===== src/rtl/dual_path_delay.sv =====
// dual_path_delay: one input feeding two register chains of equal depth.
// Path 1 loads every stage from d on each edge, so q1 lags d by one clock.
// Path 2 is a shift register, so q2 lags d by DEPTH clocks.
// fill goes high once DEPTH samples have been shifted in since the last reset.
module dual_path_delay #(
    parameter int unsigned      WIDTH   = 1,
    parameter int unsigned      DEPTH   = 2,
    parameter logic [WIDTH-1:0] RST_VAL = '0
) (
    input  logic             clk,
    input  logic             rst,
    input  logic [WIDTH-1:0] d,
    output logic [WIDTH-1:0] q1,
    output logic [WIDTH-1:0] q2,
    output logic             diff,
    output logic             fill
);

    // The counter must be able to hold the value DEPTH.
    localparam int unsigned CW = $clog2(DEPTH + 1);

    logic [WIDTH-1:0] s1 [DEPTH];
    logic [WIDTH-1:0] s2 [DEPTH];
    logic [CW-1:0]    count;
    logic [CW-1:0]    count_nxt;

    // Collapsed chain: every stage takes d on the same edge.
    always_ff @(posedge clk) begin
        if (rst) begin
            for (int unsigned i = 0; i < DEPTH; i++) begin
                s1[i] <= RST_VAL;
            end
        end else begin
            for (int unsigned i = 0; i < DEPTH; i++) begin
                s1[i] <= d;
            end
        end
    end

    // True pipeline: each stage takes the previous stage's pre-edge value.
    always_ff @(posedge clk) begin
        if (rst) begin
            for (int unsigned i = 0; i < DEPTH; i++) begin
                s2[i] <= RST_VAL;
            end
        end else begin
            s2[0] <= d;
            for (int unsigned i = 1; i < DEPTH; i++) begin
                s2[i] <= s2[i-1];
            end
        end
    end

    // Saturating sample count; holds at DEPTH rather than wrapping.
    always_comb begin
        count_nxt = count;
        if (count != CW'(DEPTH)) begin
            count_nxt = count + CW'(1);
        end
    end

    // Fill counter and registered fill flag, which tracks count == DEPTH.
    always_ff @(posedge clk) begin
        if (rst) begin
            count <= '0;
            fill  <= 1'b0;
        end else begin
            count <= count_nxt;
            fill  <= (count_nxt == CW'(DEPTH));
        end
    end

    assign q1   = s1[DEPTH-1];
    assign q2   = s2[DEPTH-1];

    // diff is the only unregistered output; it depends only on the registered q1 and q2.
    assign diff = (q1 != q2);

endmodule


===== config.mk =====
export PLATFORM = sky130hd
export DESIGN_NAME = dual_path_delay
export DESIGN_NICKNAME = d
export VERILOG_FILES = /design/src/rtl/dual_path_delay.sv
export SDC_FILE = /design/constraint.sdc
export NUM_CORES = 1
export LEC_CHECK = 0
export ABC_CLOCK_PERIOD_IN_PS = 2300
export BUFFER_PORTS_ARGS = -buffer_cell sky130_fd_sc_hd__buf_2
export CAP_MARGIN = 30
export CORE_AREA = 8 8 45 47
export CTS_BUF_LIST = sky130_fd_sc_hd__clkbuf_4 sky130_fd_sc_hd__clkbuf_8
export CTS_CLUSTER_DIAMETER = 120
export DETAILED_ROUTE_END_ITERATION = 6
export DIE_AREA = 0 0 53 55
export SLEW_MARGIN = 20
export SYNTH_ARGS = -nofsm -noshare
export SYNTH_HDL_FRONTEND = slang
export SYNTH_SLANG_ARGS = --single-unit

===== constraint.sdc =====
create_clock -name clk -period 2.3 [get_ports clk]
set_clock_uncertainty 0.2 [all_clocks]
set_input_delay 0.46 -clock clk [delete_from_list [all_inputs] [get_ports clk]]
set_output_delay 0.46 -clock clk [all_outputs]
set_load 0.03 [all_outputs]

**Yosys cells after proc, flatten, opt, wreduce, memory -nomap -nowiden**

Memory sizes are Yosys's and may differ from the RTL's.
Cells that the tools add are included.

- Bits in registers: 3
- Bits in writable memories: 4
- Input port bits: 3
- Output and inout bits: 4
- Logic and storage cells: 20
- Memories kept: 2

Memory list:

| memory | words | bits a word | read ports | clocked after Yosys merged registers in | wr ports | line | text |
|---|---|---|---|---|---|---|---|
| s1 | 2 | 1 | 1 | 0 | 2 | 22 | `logic [WIDTH-1:0] s1 [DEPTH];` |
| s2 | 2 | 1 | 2 | 0 | 2 | 23 | `logic [WIDTH-1:0] s2 [DEPTH];` |

- Add/subtract/negate cells: 1
- Equality and inequality tests: 3
- Mux-type cells: 8
- Bitwise logic cells: 4

Operator list:

| operator | count |
|---|---|
| $mux W1 | 7 |
| $or A1 B1 Y1 | 4 |
| $add A2 B1 Y2 const B | 1 |
| $eq A2 B2 Y1 const B | 1 |
| $mux W2 | 1 |
| $ne A2 B2 Y1 const B | 1 |
| $ne A1 B1 Y1 | 1 |

**Logic depth before layout (Yosys ltp)**

- Depth after elaboration: 3
- Depth in mapped cells: 3
- Gate-level depth less buffers: 3

**Worst setup path before layout**

OpenSTA, ideal clock, no wires.

- Kind: register -> output
- From: memory s2[0][0]
- To: output diff
- Data arrival time: 1.043 ns
- Required time: 1.640 ns
- Path slack: 0.597 ns
- Stages on the path, launching flop included: 2
- Buffers on the path: 0
- Cell sequence: dfxtp_1 -> xor2_1

RTL lines:

| what | line | text |
|---|---|---|
| start, declared | 23 |  |
| end, declared | 15 | `output logic diff,` |

==> impl_results.md <==
- Critical path type: reg -> out
- Clock power share: 42.2%
- Post-synth top cells: dfxtp_1 (4), nor2b_1 (4), inv_1 (2)
- Largest area contributor in the netlist: dfxtp_1
- Combinational power share: 18.5%
- Max_slew headroom: 89.38%
- Initial DRT Pass Iterations: 2
- Arr. time, crit path: 920 ps
- Final WS setup: 723.6 ps
- Syn. warnings: 0
- Initial antenna violation count: 0
- Sw Share: 27.08%
- CP Data Required Time: 1640 ps
- # port buffers: 6
- Antenna-violating nets left: 0
- Sequential fraction of the synthesis area: 59.81%
- Clk slew on worst S/H paths: ~40 ps
- Final setup fails: 0
- Syn Std Cell Area: 133.9 um2
- Unrepaired setup endpoints after global routing: false
- Fill cell instance count of the final layout: 161
- Tightest Pin Transition: ~160 ps
- Top cells by area, synth: dfxtp_1 (60%), nor2b_1 (19%), ha_1 (9.3%)
- Final setup TNS: 0 ps
- FMAX: 0.6343 GHz
- Post-Syn Nets: 16
- Overall Power: roughly 0.21 mW
- Clock Latency Late Sink: 230 ps
- Post-Layout Cell Count: 37
- Leak: 0.1022 nW
- Cell Int Power: 0.1514 mW
- Crit path max-delay family: flip-flops
- Startpoint Class: register
- Remaining DRCs: 0
- P_sw: roughly 0.056 mW
- FFs w/ async S/R, synth: 0%
- Wirelength per Cell: 8.081 um
- Part of the power in registers: between 30% and 40%
- Syn_area_per_cell: 11.16 um2
- Outcome: finished, final reports clean
- Drt total wl: 299 um
- Row count: 14
- Layout cells sized above 1: 42.86%
- Cell variety after synth: 5
- Largest net degree at the start of global routing: 5
- Worst-path cell chain: xor2_1, buf_2
- Layout net count: 27
- DP Cell Count: 34
- Area taken by multi-input logic gates: between 40 and 50 um2
- Gr usage total: 2.838%
- Cts bufs inserted: 3
- Fin crit period: 1576 ps
- CP Capture Type: output pin
- CP max-delay cell: dfxtp_1
- Max-Cap Viols: 0
- Min-delay worst type: in -> reg
- N_diodes: 0
- Vias in the first global route: 116
- Gp weighted congestion: between 0.6 and 0.7
- Clock tree buffer depth: 2
- Die X: ~53 um
- Core box area: around 1400 um2
- Starting Density: under 10%
- Worst vdd ir: 74.07 uV
- Die area: ~3000 um2
- Hold Vio Cnt, Final: 0
- Yosys reg bits: 4
- Buffers & Inverters on Critical Path: 1
- PostCTS Resize Cnt: 0
- Synth Flop Type: dfxtp_1
- Global-route wire length before repair: 427 um
- Die H: 55 um
- Power per Cell Area: 1006 nW/um2
- CTS tree: yes
- # clock sinks: 4
- DR vias/cell: between 2 and 3
- Post-synth EDFFs: 0
- Pre-CTS WS: 953.2 ps
- I/O pins: 7
- Vias: 106
- Tcrit/Tclk final: 68.54%
- CP Max Fanout: 3
- CTS root buffer: clkbuf_4
- CTS Hold Bufs: 0
- Grt ovf: 0
- Post-synthesis cell count: 12
- Fraction of synthesized cell area taken by the top area cell type: 59.81%
- Starting DRC count in detailed routing: 3
- Layout area overhead: 54.21%
- Max stage delay on crit path: between 300 and 400 ps
- H-tree depth: 1
- Setup bufs post-CTS: 0
- Max-slew violation count: 0
- Reg area: roughly 80 um2
## per-stage QoR
stage          util [%]  cell area, um2  hold slack, ps
2_1_floorplan         -           133.9           331.6
3_3_place_gp      13.29           183.9           276.5
3_5_place_dp      13.29           183.9           285.3
4_1_cts           14.92           206.4           225.0
5_1_grt           14.92           206.4           231.4
6_report          14.92           206.4           236.6
## worst reg2reg max path: stages, from the launching register on
cell     delay (ps)
dfxtp_1         310
inv_1            40
ha_1            270
nor2b_1         120
## registers in the layout, indices dropped and copies added, names as in the netlist
register and count:
s2 2, count 2
## cells in the final DEF (no fill, tap or decap)
| cell type | n |
|---|---|
| ha_1 | 1 |
| nor2b_1 | 4 |
| clkbuf_4 | 3 |
| buf_2 | 6 |
| xor2_1 | 1 |
| inv_1 | 2 |
| dfxtp_1 | 4 |
## layout make-up
type,instances,share of cell area [%]
clock buffers,3,10.91
inverters,2,3.636
flip-flops and latches,4,38.79
repair buffers,6,14.55
multi-input cells,6,22.42
well taps,16,9.697
## logic make-up (layout without fill, tap and decap cells)
family        Yosys count  in the layout  synth area share, %
xor+xnor                1              1                6.543
simple gates            4              4                18.69
flops                   4              4                59.82
fa+ha+maj               1              1                9.344
buf+inv                 2             11                5.610
## power by group through the flow
stage	clock network (mW)	logic (mW)	registers (mW)
floorplan	0	0.0160	0.0934
global placement	0	0.0372	0.0824
detailed placement	0	0.0397	0.0827
CTS	0.0941	0.0398	0.0816
global route	0.0975	0.0427	0.0823
finish	0.0875	0.0384	0.0816
## routing by layer
layer,vias up,track usage (%),part of all wire (%)
met3,2,0.8021,12
met5,-,0,0
met1,44,1.667,36
met4,0,10.34,9.0
li1,53,-,-
met2,7,2.734,42
## final timing paths
kind                 start  endpoint  slack (ps)  cells after the start
setup / recovery  s2[0][0]      diff         720                      2
hold / removal         rst  count[0]         240                      2
setup reg to reg  count[1]  count[1]        1250                      3
hold reg to reg   s2[0][0]  s2[0][1]         280                      1
(Power assumes the default switching activity.)
